`src/rtl/fp_addsub_controller.sv`:
```
// Sequencer for one FP add/subtract through an external shared mantissa shifter:
// right-shift align, add/sub, then left-shift normalise when the sum lost its leading one.
module fp_addsub_controller #(
    parameter int Mantissa_Size = 23,
    parameter int Exponent_Size = 8
) (
    input  logic                     clk,
    input  logic                     rst_n,
    input  logic                     start,
    input  logic                     op,
    input  logic                     a_sign,
    input  logic                     b_sign,
    input  logic [Exponent_Size-1:0] a_exp,
    input  logic [Exponent_Size-1:0] b_exp,
    input  logic [Mantissa_Size:0]   a_man,
    input  logic [Mantissa_Size:0]   b_man,
    output logic                     sh_enable,
    output logic                     sh_load,
    output logic                     sh_direction,
    output logic [Mantissa_Size:0]   sh_mantissa,
    output logic [Exponent_Size-1:0] sh_exponent,
    output logic [Exponent_Size-1:0] sh_no_of_shifts,
    input  logic                     sh_done,
    input  logic [Mantissa_Size:0]   sh_man_in,
    input  logic [Exponent_Size-1:0] sh_exp_in,
    output logic                     busy,
    output logic                     result_valid,
    output logic                     res_sign,
    output logic [Exponent_Size-1:0] res_exp,
    output logic [Mantissa_Size:0]   res_man,
    output logic                     overflow
);
    localparam int M = Mantissa_Size;
    localparam int E = Exponent_Size;

    localparam logic [2:0] S_IDLE     = 3'd0;
    localparam logic [2:0] S_ALIGN_LD = 3'd1;
    localparam logic [2:0] S_ALIGN_WT = 3'd2;
    localparam logic [2:0] S_ADDSUB   = 3'd3;
    localparam logic [2:0] S_NORM_LD  = 3'd4;
    localparam logic [2:0] S_NORM_WT  = 3'd5;
    localparam logic [2:0] S_DONE     = 3'd6;

    logic [2:0]   state_q,    state_d;
    logic         x_sign_q,   x_sign_d;
    logic         eff_sub_q,  eff_sub_d;
    logic [E-1:0] x_exp_q,    x_exp_d;
    logic [E-1:0] y_exp_q,    y_exp_d;
    logic [M:0]   x_man_q,    x_man_d;
    logic [M:0]   y_man_q,    y_man_d;
    logic [M:0]   s_man_q,    s_man_d;
    logic         res_sign_q, res_sign_d;
    logic [E-1:0] res_exp_q,  res_exp_d;
    logic [M:0]   res_man_q,  res_man_d;
    logic         ovf_q,      ovf_d;

    logic         a_ge_b;
    logic         b_eff_sign;
    logic [M+1:0] sum;
    logic [E:0]   exp_inc;
    logic         in_align;
    logic         in_norm;

    // Larger magnitude becomes X so the subtraction below can never go negative.
    assign a_ge_b     = (a_exp > b_exp) || ((a_exp == b_exp) && (a_man >= b_man));
    assign b_eff_sign = b_sign ^ op;
    assign sum        = eff_sub_q ? ({1'b0, x_man_q} - {1'b0, y_man_q})
                                  : ({1'b0, x_man_q} + {1'b0, y_man_q});
    assign exp_inc    = {1'b0, x_exp_q} + {{E{1'b0}}, 1'b1};

    always_comb begin
        state_d    = state_q;
        x_sign_d   = x_sign_q;
        eff_sub_d  = eff_sub_q;
        x_exp_d    = x_exp_q;
        y_exp_d    = y_exp_q;
        x_man_d    = x_man_q;
        y_man_d    = y_man_q;
        s_man_d    = s_man_q;
        res_sign_d = res_sign_q;
        res_exp_d  = res_exp_q;
        res_man_d  = res_man_q;
        ovf_d      = ovf_q;
        case (state_q)
            S_IDLE: begin
                if (start) begin
                    ovf_d = 1'b0;
                    if (a_ge_b) begin
                        x_sign_d = a_sign;
                        x_exp_d  = a_exp;
                        x_man_d  = a_man;
                        y_exp_d  = b_exp;
                        y_man_d  = b_man;
                    end else begin
                        x_sign_d = b_eff_sign;
                        x_exp_d  = b_exp;
                        x_man_d  = b_man;
                        y_exp_d  = a_exp;
                        y_man_d  = a_man;
                    end
                    eff_sub_d = a_sign ^ b_eff_sign;
                    state_d   = S_ALIGN_LD;
                end
            end
            S_ALIGN_LD: state_d = S_ALIGN_WT;
            S_ALIGN_WT: begin
                if (sh_done) begin
                    y_man_d = sh_man_in;
                    state_d = S_ADDSUB;
                end
            end
            S_ADDSUB: begin
                res_sign_d = x_sign_q;
                if (sum[M+1]) begin
                    // Carry out: drop the LSB, bump the exponent; wrap flags overflow.
                    res_man_d = sum[M+1:1];
                    res_exp_d = exp_inc[E-1:0];
                    ovf_d     = exp_inc[E];
                    state_d   = S_DONE;
                end else if (sum == '0) begin
                    res_man_d  = '0;
                    res_exp_d  = '0;
                    res_sign_d = 1'b0;
                    state_d    = S_DONE;
                end else if (sum[M]) begin
                    res_man_d = sum[M:0];
                    res_exp_d = x_exp_q;
                    state_d   = S_DONE;
                end else begin
                    s_man_d = sum[M:0];
                    state_d = S_NORM_LD;
                end
            end
            S_NORM_LD: state_d = S_NORM_WT;
            S_NORM_WT: begin
                if (sh_done) begin
                    res_man_d  = sh_man_in;
                    res_exp_d  = sh_exp_in;
                    res_sign_d = x_sign_q;
                    state_d    = S_DONE;
                end
            end
            S_DONE:  state_d = S_IDLE;
            default: state_d = S_IDLE;
        endcase
    end

    always_ff @(posedge clk) begin
        if (!rst_n) begin
            state_q    <= S_IDLE;
            x_sign_q   <= 1'b0;
            eff_sub_q  <= 1'b0;
            x_exp_q    <= '0;
            y_exp_q    <= '0;
            x_man_q    <= '0;
            y_man_q    <= '0;
            s_man_q    <= '0;
            res_sign_q <= 1'b0;
            res_exp_q  <= '0;
            res_man_q  <= '0;
            ovf_q      <= 1'b0;
        end else begin
            state_q    <= state_d;
            x_sign_q   <= x_sign_d;
            eff_sub_q  <= eff_sub_d;
            x_exp_q    <= x_exp_d;
            y_exp_q    <= y_exp_d;
            x_man_q    <= x_man_d;
            y_man_q    <= y_man_d;
            s_man_q    <= s_man_d;
            res_sign_q <= res_sign_d;
            res_exp_q  <= res_exp_d;
            res_man_q  <= res_man_d;
            ovf_q      <= ovf_d;
        end
    end

    assign in_align = (state_q == S_ALIGN_LD) || (state_q == S_ALIGN_WT);
    assign in_norm  = (state_q == S_NORM_LD)  || (state_q == S_NORM_WT);

    assign sh_enable       = in_align || in_norm;
    assign sh_load         = (state_q == S_ALIGN_LD) || (state_q == S_NORM_LD);
    assign sh_direction    = in_align;
    assign sh_mantissa     = in_align ? y_man_q : (in_norm ? s_man_q : '0);
    assign sh_exponent     = in_align ? y_exp_q : (in_norm ? x_exp_q : '0);
    assign sh_no_of_shifts = in_align ? (x_exp_q - y_exp_q) : '0;

    assign busy         = (state_q != S_IDLE);
    assign result_valid = (state_q == S_DONE);
    assign res_sign     = res_sign_q;
    assign res_exp      = res_exp_q;
    assign res_man      = res_man_q;
    assign overflow     = ovf_q;
endmodule

```
`config.mk`:
```
export PLATFORM = sky130hd
export DESIGN_NAME = fp_addsub_controller
export DESIGN_NICKNAME = d
export VERILOG_FILES = /design/src/rtl/fp_addsub_controller.sv
export SDC_FILE = /design/constraint.sdc
export NUM_CORES = 1
export LEC_CHECK = 0
export ABC_AREA = 1
export BUFFER_PORTS_ARGS = -buffer_cell sky130_fd_sc_hd__buf_2
export CAP_MARGIN = 20
export CORE_ASPECT_RATIO = 1.1
export CORE_MARGIN = 2
export CORE_UTILIZATION = 35
export CTS_BUF_LIST = sky130_fd_sc_hd__clkbuf_8
export CTS_CLUSTER_DIAMETER = 100
export DETAILED_ROUTE_END_ITERATION = 10
export MAX_ROUTING_LAYER = met4
export PLACE_DENSITY = 0.58
export SETUP_SLACK_MARGIN = 0.4
export SLEW_MARGIN = 20
export SYNTH_ARGS = -nofsm -noshare
export SYNTH_HDL_FRONTEND = slang
export SYNTH_SLANG_ARGS = --single-unit
```
`constraint.sdc`:
```
create_clock -name clk -period 10.95 [get_ports clk]
set_clock_uncertainty 0.05 [all_clocks]
set_input_delay 0.5475 -clock clk [delete_from_list [all_inputs] [get_ports clk]]
set_output_delay 0.5475 -clock clk [all_outputs]
set_load 0.02 [all_outputs]
```
==> impl_metrics.json, run 1 <==
{
  "tritoncts": "built",
  "grt_max_degree": 71,
  "worstPathArrival_ns": 6.06,
  "power.total_mw": 2.966,
  "cp.required_ns": 11.30,
  "cts_sinks": 126,
  "yosysWarnings": 0,
  "wirelength_um": 39050,
  "synthTopCellsByArea": "dfxtp_1 (25%), nand2_1 (18%), inv_1 (8.0%)",
  "setup_ws_ns": 5.241,
  "hpwl_um": 31110,
  "synthMuxAreaShare": 0,
  "fin_nets": 2026,
  "grt.total_usage": 0.2573,
  "rsz0062_at_grt": "no",
  "slowest_delay_ns": 0.59,
  "tightestPinTransition_ns": 0.9616,
  "ir_worst_vdd_mv": 0.07753,
  "fmax_mhz": 175.2,
  "synth_area_per_cell_um2": 5.945,
  "maxCapViolCount": 0,
  "clk_pin_slew_worst_paths_ns": 0.09,
  "ioPinCount": 182,
  "initial_core_util": 0.3566,
  "cp.depth": 31,
  "ys_seq_elements": 126,
  "gr-total-overflow": 0,
  "drive_above_1_share": 0.1450,
  "grt_pass1_wl_um": 59110,
  "placed_area_mm2": 0.01135,
  "synthCells": 1722,
  "rr_worst_depth": 31,
  "slew_violations": 0,
  "yosys.area_share.simple": 0.3459,
  "synthAdderAreaFrac": 0.08335,
  "cts_resized": 0,
  "dieArea_mm2": 0.03063,
  "place_ws_ns": 5.325,
  "drc": 0,
  "cts_root_buf": "clkbuf_8",
  "cts.htree.levels": 4,
  "area_growth_pct": 15.14,
  "cp_slowest_cell": "dfxtp_1",
  "clockBufferDepth": 2,
  "fin_cells": 2238,
  "start_kind": "flip-flop",
  "status": "finished clean",
  "syn-cell-area_mm2": 0.01024,
  "drt_iter0_drc": 941,
  "power_leakage_nw": 5.974,
  "synthXorXnorAreaFrac": 0.02725,
  "cts_buffers": 17,
  "synth_top_area_cell": "dfxtp_1",
  "finalHoldViolations": 0,
  "syn_nets": 1892,
  "antenna_found_initial": 1,
  "hold_buffers": 0,
  "tns_ns": 0,
  "synth_top_family_by_area": "simple AND/OR/NAND/NOR gates",
  "synth_cell_types": 47,
  "worstSetupEndpointType": "flip-flop",
  "fp.dieH_um": 183.4,
  "finalSetupViolCount": 0,
  "cp_top_family": "simple AND/OR/NAND/NOR gates",
  "cts_setup_buffers": 0,
  "fin_crit_ns": 5.709,
  "fin_area_mm2": 0.01179,
  "gp_congestion": 1.027,
  "portBuffers": 181,
  "grt_pass1_vias": 10484,
  "worst-path-buf-inv": 3,
  "drtAntennaViolNets": 0,
  "pwr_density_cell_mw_per_mm2": 251.6,
  "crit_fanout": 56,
  "whs_ns": 0.3761,
  "synth_compound_area_frac": 0.1811,
  "drt-wirelength-per-cell_um": 17.45,
  "slew_headroom": 0.3582,
  "hold_path_depth": 5,
  "clk_latency_ns": 0.47,
  "worst-setup-path-type": "flip-flop to flip-flop",
  "yosysTopAreaCellShare": 0.2464,
  "die_x_um": 167.1,
  "crit_top_cell": "nand2_1",
  "hold_class": "input pin to flip-flop",
  "vias": 11394,
  "dp_cells": 2204,
  "firstDrtPassIters": 6,
  "yosysSeqAreaShare": 0.2464,
  "post-route-period-util": 0.5214,
  "rows": 65,
  "coreArea_mm2": 0.02871,
  "vias_per_cell": 5.091,
  "utilization": 0.4106
}
flip-flops by register name, indices dropped and copies added, names as in the netlist:
signal / cells
res_man: 24
x_man_q: 24
y_man_q: 24
s_man_q: 23
res_exp: 8
x_exp_q: 8
y_exp_q: 8
state_q: 3
eff_sub_q: 1
overflow: 1
res_sign: 1
x_sign_q: 1
where the power goes:
part / internal, mW / switching [mW]
Clock: 0.213 / 0.226
Combinational: 0.591 / 1.34
Sequential: 0.524 / 0.0732
worst min-delay path: stages:
cell	delay, ns
buf_2	0.08
nand2_1	0.04
nand2_1	0.06
nor2_1	0.04
nor2_1	0.08
layout make-up:
type / instances / area [µm²]
timing repair buffer: 191 / 1001
antenna: 1 / 2.502
inverter: 227 / 853.3
clock buffer: 18 / 247.7
clock inverter: 14 / 156.4
sequential: 126 / 2522
multi-input combinational: 1293 / 6544
tap: 368 / 460.4
fill: 3231 / 16920
cells by family (layout without fill, tap and decap cells):
kind of cell	Yosys count	after routing
other	0	1
adder cells (fa/ha/maj)	67	67
buffers and inverters	303	450
AO/OA/AOI/OAI	337	337
AND/OR/NAND/NOR	858	858
XOR/XNOR	31	31
flip-flops	126	126
worst paths after layout:
kind | start | end | slack (ns)
worst max-delay path | eff_sub_q | res_exp[0] | 5.24
worst min-delay path | sh_exp_in[7] | res_exp[7] | 0.38
worst max register to register | eff_sub_q | res_exp[0] | 5.24
worst min register to register | y_exp_q[5] | y_exp_q[5] | 0.42
cell usage in the layout, fill, tap and decap left out, types with 3 or more instances in the layout:
master      Yosys  routed
a21oi_1       156     156
clkbuf_8        0      18
a32o_1          4       4
nand3_1        81      81
dfxtp_1       126     126
nand2_2        14      15
nor4_1          3       3
inv_2           7       7
inv_6           0       5
inv_1         217     217
buf_2           3     181
o211ai_1       35      35
nand4_1        18      18
o21ai_0       110     109
nand2_1       500     499
and2_1          5       5
ha_1           65      65
nor2_1        201     200
nor3_1         10      10
nand3b_1        5       5
buf_4           0       9
xor2_1         23      23
clkinv_2        1       3
or2_2           5       5
clkinvlp_4      0       3
o22ai_1        18      18
xnor2_1         7       7
nor2_2          9      10
synth_stat cells, drive strengths merged:
cell,count
o21a,1
xnor2,8
or2,5
inv,224
o31ai,1
o21bai,1
a21oi,158
clkbuf,63
o21ai,112
dfxtp,126
nor2,210
or3,1
nand4,18
a32o,4
nand3,85
nor3,10
o311ai,1
o22ai,18
xor2,23
fa,2
clkinv,3
ha,65
and2,5
a21boi,2
o211ai,35
o221ai,1
nand2,515
a31oi,1
nand3b,5
nor4,3
a211oi,2
and3,1
buf,13
layer usage:
metal  GRT usage  wire [µm]  vias to the layer above
met4     0.09552       1183                        0
met3     0.03733       2456                       56
met1      0.3560      18720                     5137
met2      0.3796      16690                      406
met5           -          0                        -
li1            -          -                     5795
Note: power is estimated with default switching activity, not from simulation.
==> run 2, diff against run 1 <==
clock period = 5.59 ns   (was 10.95 ns; I/O delays follow)
==> impl_metrics.json, run 2 (synthesized netlist as in run 1, its figures left out) <==
{
  "hold_class": "input pin to flip-flop",
  "tritoncts": "built",
  "cts_root_buf": "clkbuf_8",
  "grt_pass1_wl_um": 57640,
  "cts.htree.levels": 4,
  "drt-wirelength-per-cell_um": 17.00,
  "cts_sinks": 126,
  "worst-setup-path-type": "flip-flop to flip-flop",
  "drive_above_1_share": 0.1500,
  "finalSetupViolCount": 0,
  "worstSetupEndpointType": "flip-flop",
  "pwr_density_cell_mw_per_mm2": 480.1,
  "slowest_delay_ns": 0.38,
  "ioPinCount": 182,
  "coreArea_mm2": 0.02871,
  "slew_headroom": 0.2772,
  "drc": 0,
  "fin_nets": 2034,
  "dp_cells": 2209,
  "fmax_mhz": 213.3,
  "cp.required_ns": 5.88,
  "worstPathArrival_ns": 4.98,
  "final_common_cell": "nand2_1",
  "crit_top_cell": "nand2_1",
  "maxCapViolCount": 0,
  "setup_ws_ns": 0.9014,
  "hpwl_um": 30560,
  "clk_pin_slew_worst_paths_ns": 0.07,
  "place_ws_ns": 0.4563,
  "start_kind": "flip-flop",
  "cp_slowest_cell": "ha_1",
  "grt_pass1_vias": 10228,
  "fp.dieH_um": 183.4,
  "status": "finished clean",
  "fin_crit_ns": 4.689,
  "antenna_found_initial": 0,
  "cts_buffers": 17,
  "drtAntennaViolNets": 0,
  "vias_per_cell": 5.044,
  "vias": 11309,
  "clk_latency_ns": 0.45,
  "area_growth_pct": 15.59,
  "ff2ff_setup_slack_ns": 0.90,
  "gp_congestion": 0.9852,
  "dieArea_mm2": 0.03063,
  "grt_max_degree": 70,
  "power_leakage_nw": 5.998,
  "drt_iter0_drc": 933,
  "wirelength_um": 38110,
  "fin_cells": 2242,
  "die_x_um": 167.1,
  "tns_ns": 0,
  "ir_worst_vdd_mv": 0.1586,
  "initial_core_util": 0.3566,
  "clockBufferDepth": 2,
  "rsz0062_at_grt": "no",
  "rows": 65,
  "crit_fanout": 28,
  "finalHoldViolations": 0,
  "final_cell_mix": "nand2_1 (499), inv_1 (218), nor2_1 (196)",
  "slew_violations": 0,
  "grt.total_usage": 0.2497,
  "firstDrtPassIters": 5,
  "portBuffers": 181,
  "post-route-period-util": 0.8388,
  "tightestPinTransition_ns": 1.084,
  "gr-total-overflow": 0
}
-- run 2: cell count changes in the layout (fill, tap and decap cells not counted), sizes merged --
cell,delta
bufinv,-1
clkinvlp,-1
inv,-5
clkinv,+2
clkbuf,+2
buf,+7
-- run 2: critical path: cells and delay by family, from the launching register on --
family                     cells  cell delay (ns)
adders and majority gates      2             0.55
DFF                            1             0.34
AOI/OAI and AO/OA              3             0.49
and+or+nand+nor               23             2.44
buffers and inverters          6             0.53
xor gates and xnor gates       1             0.16
-- run 2: path summary, 6_finish.rpt --
check,startpoint,to,depth (start not counted)
setup / recovery,y_man_q[0],res_exp[7],35
hold / removal,a_exp[1],y_exp_q[1],3
setup reg to reg,y_man_q[0],res_exp[7],35
hold reg to reg,y_man_q[7],y_man_q[7],2
-- run 2: through the flow --
step / hold WS, ns / util / power (mW) / cell area (µm²)
2_1_floorplan: 0.3747 / - / 3.738 / 10240
3_3_place_gp: 0.4018 / 0.3971 / 4.896 / 11400
4_1_cts: 0.09582 / 0.4088 / 5.630 / 11740
3_5_place_dp: 0.4050 / 0.3971 / 4.889 / 11400
5_1_grt: 0.1240 / 0.4121 / 6.177 / 11830
6_report: 0.1086 / 0.4122 / 5.681 / 11830
-- run 2: repair_timing --
item,CTS,global route
hold buffers,0,0
endpoints found under the setup margin,0,56
gates resized for setup,0,10
hold endpoints to repair,0,0
setup buffers,0,2
-- run 2: report_power, final --
group          internal (mW)  total (mW)  switching (mW)
clock                  0.359       0.732           0.373
sequential              1.03        1.17           0.141
combinational           1.19        3.78            2.59
total                   2.58        5.68            3.10
-- run 2: layer usage --
layer | global-route usage | vias to the layer above | share of wire
met5 | - | - | 0
met4 | 0.09621 | 0 | 0.033
met3 | 0.02913 | 63 | 0.054
met2 | 0.3605 | 361 | 0.42
met1 | 0.3548 | 5081 | 0.49
li1 | - | 5804 | -
-- run 2: cell type report --
cell class,instances,area (µm²)
fill,3197,16870
multi-input combinational,1293,6565
sequential,126,2522
timing repair buffer,199,1095
inverter,227,853.3
tap,368,460.4
clock buffer,19,261.5
clock inverter,9,73.82
antenna,1,2.502
